**src/rtl/pulse_stretcher_pkg.sv**
```systemverilog
// Shared types and width helpers for the pulse stretcher.
package pulse_stretcher_pkg;

  typedef enum logic [0:0] {
    IDLE = 1'b0,
    ON   = 1'b1
  } state_t;

  // Width of the remaining-periods counter (must hold 0..duration)
  function automatic int cw_f(input int duration);
    return $clog2(duration + 1);
  endfunction

  // Width of the prescaler count (at least one bit)
  function automatic int pw_f(input int prescale);
    return (prescale > 1) ? $clog2(prescale) : 1;
  endfunction

endpackage

```
**src/rtl/pulse_stretcher_prescale_counter.sv**
```systemverilog
// Prescaler: counts 0..PRESCALE-1 while enabled and strobes on the last count.
module prescale_counter
  import pulse_stretcher_pkg::*;
#(
  parameter int PRESCALE = 1
) (
  input  logic clock,
  input  logic reset,
  input  logic clear,
  input  logic en,
  output logic strobe
);

  localparam int PW = pw_f(PRESCALE);

  logic [PW-1:0] cnt;

  assign strobe = en && (cnt == PW'(PRESCALE - 1));

  // Period counter; clear restarts the period from zero
  always_ff @(posedge clock) begin
    if (reset || clear) cnt <= '0;
    else if (en)        cnt <= strobe ? '0 : cnt + PW'(1);
  end

endmodule

```
**src/rtl/pulse_stretcher.sv**
```systemverilog
// Pulse stretcher: turns a one-cycle tick into a level held for
// DURATION x PRESCALE cycles, with cancel, remaining-time readout and an
// expiry strobe. Define PULSE_STRETCHER_RETRIGGER_EN to let a tick during
// the on-time restart it.
module pulse_stretcher
  import pulse_stretcher_pkg::*;
#(
  parameter int DURATION = 8,
  parameter int PRESCALE = 1,
  localparam int CW      = cw_f(DURATION)
) (
  input  logic          clock,
  input  logic          reset,
  input  logic          tick,
  input  logic          cancel,
  output logic          out,
  output logic [CW-1:0] remaining,
  output logic          done
);

  state_t state;
  logic   strobe;
  logic   start;
  logic   retrig;
  logic   expire;
  logic   clear;

  // Decode the events that change the on-time this cycle
  always_comb begin
    start  = (state == IDLE) && tick && !cancel;
`ifdef PULSE_STRETCHER_RETRIGGER_EN
    retrig = (state == ON) && tick && !cancel;
`else
    retrig = 1'b0;
`endif
    // A retrigger on the last period beats natural expiry
    expire = (state == ON) && strobe && (remaining == CW'(1)) && !cancel && !retrig;
    clear  = cancel || start || retrig;
  end

  prescale_counter #(
    .PRESCALE (PRESCALE)
  ) u_prescale (
    .clock  (clock),
    .reset  (reset),
    .clear  (clear),
    .en     (state == ON),
    .strobe (strobe)
  );

  // FSM, remaining counter and output registers
  always_ff @(posedge clock) begin
    if (reset) begin
      state     <= IDLE;
      out       <= 1'b0;
      remaining <= '0;
      done      <= 1'b0;
    end else if (cancel) begin
      state     <= IDLE;
      out       <= 1'b0;
      remaining <= '0;
      done      <= 1'b0;
    end else if (start || retrig) begin
      state     <= ON;
      out       <= 1'b1;
      remaining <= CW'(DURATION);
      done      <= 1'b0;
    end else if (expire) begin
      state     <= IDLE;
      out       <= 1'b0;
      remaining <= '0;
      done      <= 1'b1;
    end else begin
      done <= 1'b0;
      if ((state == ON) && strobe) remaining <= remaining - CW'(1);
    end
  end

endmodule

```
**config.mk**
```make
export PLATFORM = sky130hd
export DESIGN_NAME = pulse_stretcher
export DESIGN_NICKNAME = d
export VERILOG_FILES = /design/src/rtl/pulse_stretcher_pkg.sv /design/src/rtl/pulse_stretcher_prescale_counter.sv /design/src/rtl/pulse_stretcher.sv
export SDC_FILE = /design/constraint.sdc
export NUM_CORES = 1
export LEC_CHECK = 0
export BUFFER_PORTS_ARGS = -buffer_cell sky130_fd_sc_hd__clkbuf_2
export CORE_AREA = 2 2 39 41
export CTS_CLUSTER_SIZE = 24
export DETAILED_ROUTE_END_ITERATION = 7
export DIE_AREA = 0 0 41 43
export PLACE_DENSITY = 0.48
export SYNTH_ARGS = -nofsm -noshare
export SYNTH_HDL_FRONTEND = slang
export SYNTH_SLANG_ARGS = --single-unit
```
**constraint.sdc**
```tcl
create_clock -name clock -period 1.5 [get_ports clock]
set_input_delay 0.075 -clock clock [delete_from_list [all_inputs] [get_ports clock]]
set_output_delay 0.075 -clock clock [all_outputs]
set_load 0.01 [all_outputs]
```
==> metrics.md <==
| Metric | Value |
|---|---|
| Status | `finished with violations` |
| Violated checks | `negative setup slack` |
| Final setup viols | `1` |
| Gr ovfl total | `0` |
| Syn_area_per_cell | `about 9.5 sq um` |
| Hold Vio Cnt, Final | `0` |
| Post-route setup slack | `-0.000125 ns` |
| Mapped cell area | `322 sq um` |
| WP depth | `3` |
| I/O Pins | `10` |
| Period utilization | `100%` |
| CP top delay family | `simple AND/OR/NAND/NOR gates` |
| Mapped Cells | `34` |
| Non-filler instance count after layout | `69` |
| Largest area contributor in the netlist | `dfxtp_1` |
| Required time worst endpoint | `between 1.5 and 2 ns` |
| Die height | `43 microns` |
| Core ar. | `between 1000 and 1500 sq um` |
| #FFs+latches synth | `7` |
| RD Place Congestion | `roughly 0.68` |
| Layout Skew | `about 0.0011 ns` |
| Launching element type of the critical path | `flop` |
| Worst IR Drop VDD | `between 0.3 and 0.4 mV` |
| Postcts setup bufs | `0` |
| Fmax | `about 0.67 GHz` |
| P per Cell Area | `roughly 860 nW/um^2` |
| Vias in the first global route | `about 280` |
| Buffer and inverter count on the worst path | `0` |
| Distinct cells, synth | `20` |
| Worst setup EP type | `flop` |
| Number of diodes | `0` |
| Area grow syn2layout | `46.7%` |
| Wire length per cell | `about 10 microns` |
| Synth top area share | `approximately 44%` |
| # Max-Cap Violations | `0` |
| Leakage power | `0.214 nW` |
| First-pass GRT wire length | `around 1200 microns` |
| Placed cells | `between 60 and 70` |
| Crit path max fanout | `3` |
| CTS tree | `yes` |
| Global Route Usage Sum | `11.2%` |
| DR vias/cell | `between 4 and 5` |
| Clock slew at reported path FFs | `~0.05 ns` |
| WP data arrival | `between 1.5 and 2 ns` |
| Post-route ant nets | `0` |
| Syn nets | `40` |
| Ys Warns | `0` |
| Commonest non-fill, non-tap cell in the layout | `clkbuf_2` |
| First DRT Iteration DRCs | `6` |
| Slew headroom | `around four fifths` |
| Max Slew Vio Count | `0` |
| Final #Nets | `60` |
| Worst stage delay on the critical path | `about 0.47 ns` |
| Critical path class | `reg -> reg` |
| R2R cell count | `3` |
| Worst-Margin Slew | `approximately 0.31 ns` |
| Post-DP HPWL | `544 microns` |
| Port bufs | `9` |
| Die W | `just over 40 microns` |
| Post-Route WL | `roughly 710 microns` |
| Sequential share of the synthesized area | `between 40% and 50%` |
| Num Clock Sinks | `7` |
| WHS Path Cells | `2` |
| Critical-path top delay cell | `or4b_1` |
| First-pass DRT Iterations | `2` |
| DRC viols | `0` |
| Layout cells sized above 1 | `between 40 and 50%` |
| H-Tree Depth | `1` |
| Worst hold path type | `in -> reg` |
| Largest net degree at the start of global routing | `8` |
| Starting Density | `~23%` |
| Initial antenna violation count | `0` |
| Die ar. | `1760 sq um` |
| CTS Buf Count | `3` |
| Maximum clock path buffer count | `2` |
| Clock Latency Late Sink | `0.25 ns` |
| Post-layout util | `around a third` |
| Final Critical Period | `1.50 ns` |
| Most frequent cells in the layout | `clkbuf_2 (9), buf_4 (5), nor2_1 (4), dfxtp_1 (4)` |
| Via Count | `between 300 and 400` |
| Num rows | `14` |
| RSZ-0062 raised after global routing | `yes` |
| Critical-path cell list | `or3_4 -> or4b_1 -> a311oi_1` |
| CTS root buf | `clkbuf_4` |
| Filler cells | `164` |
| Synth area leaders | `dfxtp_1 (44%), ha_1 (7.8%), nor2_1 (4.7%)` |
-- sequential cells by signal, indices dropped and copies added (netlist names) --
name	flops
state	1
u_prescale.cnt	1
remaining	4
done	1
-- power breakdown --
part | internal (mW) | switching (mW)
combinational | 0.0219 | 0.0197
sequential | 0.191 | 0.00407
clock | 0.102 | 0.0700
total | 0.314 | 0.0937
-- worst paths after layout --
kind,startpoint,to,slack [ns]
setup / recovery,remaining[1]$_SDFFE_PP0N_,remaining[3]$_SDFFE_PP0P_,-0.0001
hold / removal,cancel,remaining[3]$_SDFFE_PP0P_,0.01
setup reg to reg,remaining[1]$_SDFFE_PP0N_,remaining[3]$_SDFFE_PP0P_,-0.0001
hold reg to reg,u_prescale.cnt$_SDFFE_PP0P_,u_prescale.cnt$_SDFFE_PP0P_,0.52
-- repair_timing --
item                                   4_1_cts  5_1_grt
pin swaps                                    0        1
endpoints found under the hold margin        1        0
hold buffers                                 1        0
gates resized for setup                      0        2
setup endpoints to repair                    1        2
-- synth_stat cells, drive strengths merged --
cell type / n
dfxtp: 7
nor2: 4
inv: 3
ha: 2
nor3: 2
o21ai: 2
a2111oi: 1
a311oi: 1
and4b: 1
nand2: 1
nand3: 1
nand3b: 1
nor2b: 1
nor3b: 1
o211a: 1
o2bb2ai: 1
or3: 1
or4b: 1
xnor2: 1
xor2: 1
-- cell families (layout without fill, tap and decap cells) --
kind of cell | after synthesis | in the layout | synth area share [%]
simple gates | 14 | 14 | 25.3
compound gates | 6 | 6 | 14.4
fa+ha+maj | 2 | 2 | 7.78
xor+xnor | 2 | 2 | 5.45
flops | 7 | 7 | 43.6
buf+inv | 3 | 22 | 3.50
-- through the flow --
stage               setup slack, ns  setup TNS (ns)  area, sq um  power, mW  hold WS (ns)
CTS                        -0.00701        -0.00701          467      0.417        0.0106
global placement             0.0378               0          430      0.237         0.260
finish                    -0.000125       -0.000125          472      0.408        0.0143
detailed placement          0.00742               0          430      0.237         0.257
global route                -0.0441         -0.0441          472      0.440       0.00742
floorplan                    0.0286               0          328      0.219         0.147
-- area by class of cell --
type,instances,area (sq um),share of cell area [%]
inverters,3,11.3,2.39
well taps,16,20.0,4.24
flip-flops and latches,7,144,30.5
clock buffers,4,26.3,5.57
repair buffers,15,92.6,19.6
multi-input cells,24,178,37.7
-- routing by layer --
| layer | global-route usage, % | up-vias | routed length, microns |
|---|---|---|---|
| li1 | - | 165 | - |
| met1 | 13.5 | 133 | 321 |
| met2 | 12.5 | 9 | 298 |
| met3 | 4.71 | 4 | 47 |
| met4 | 14.0 | 0 | 39 |
| met5 | 0 | - | 0 |
Power figures use the tool's default switching activity.
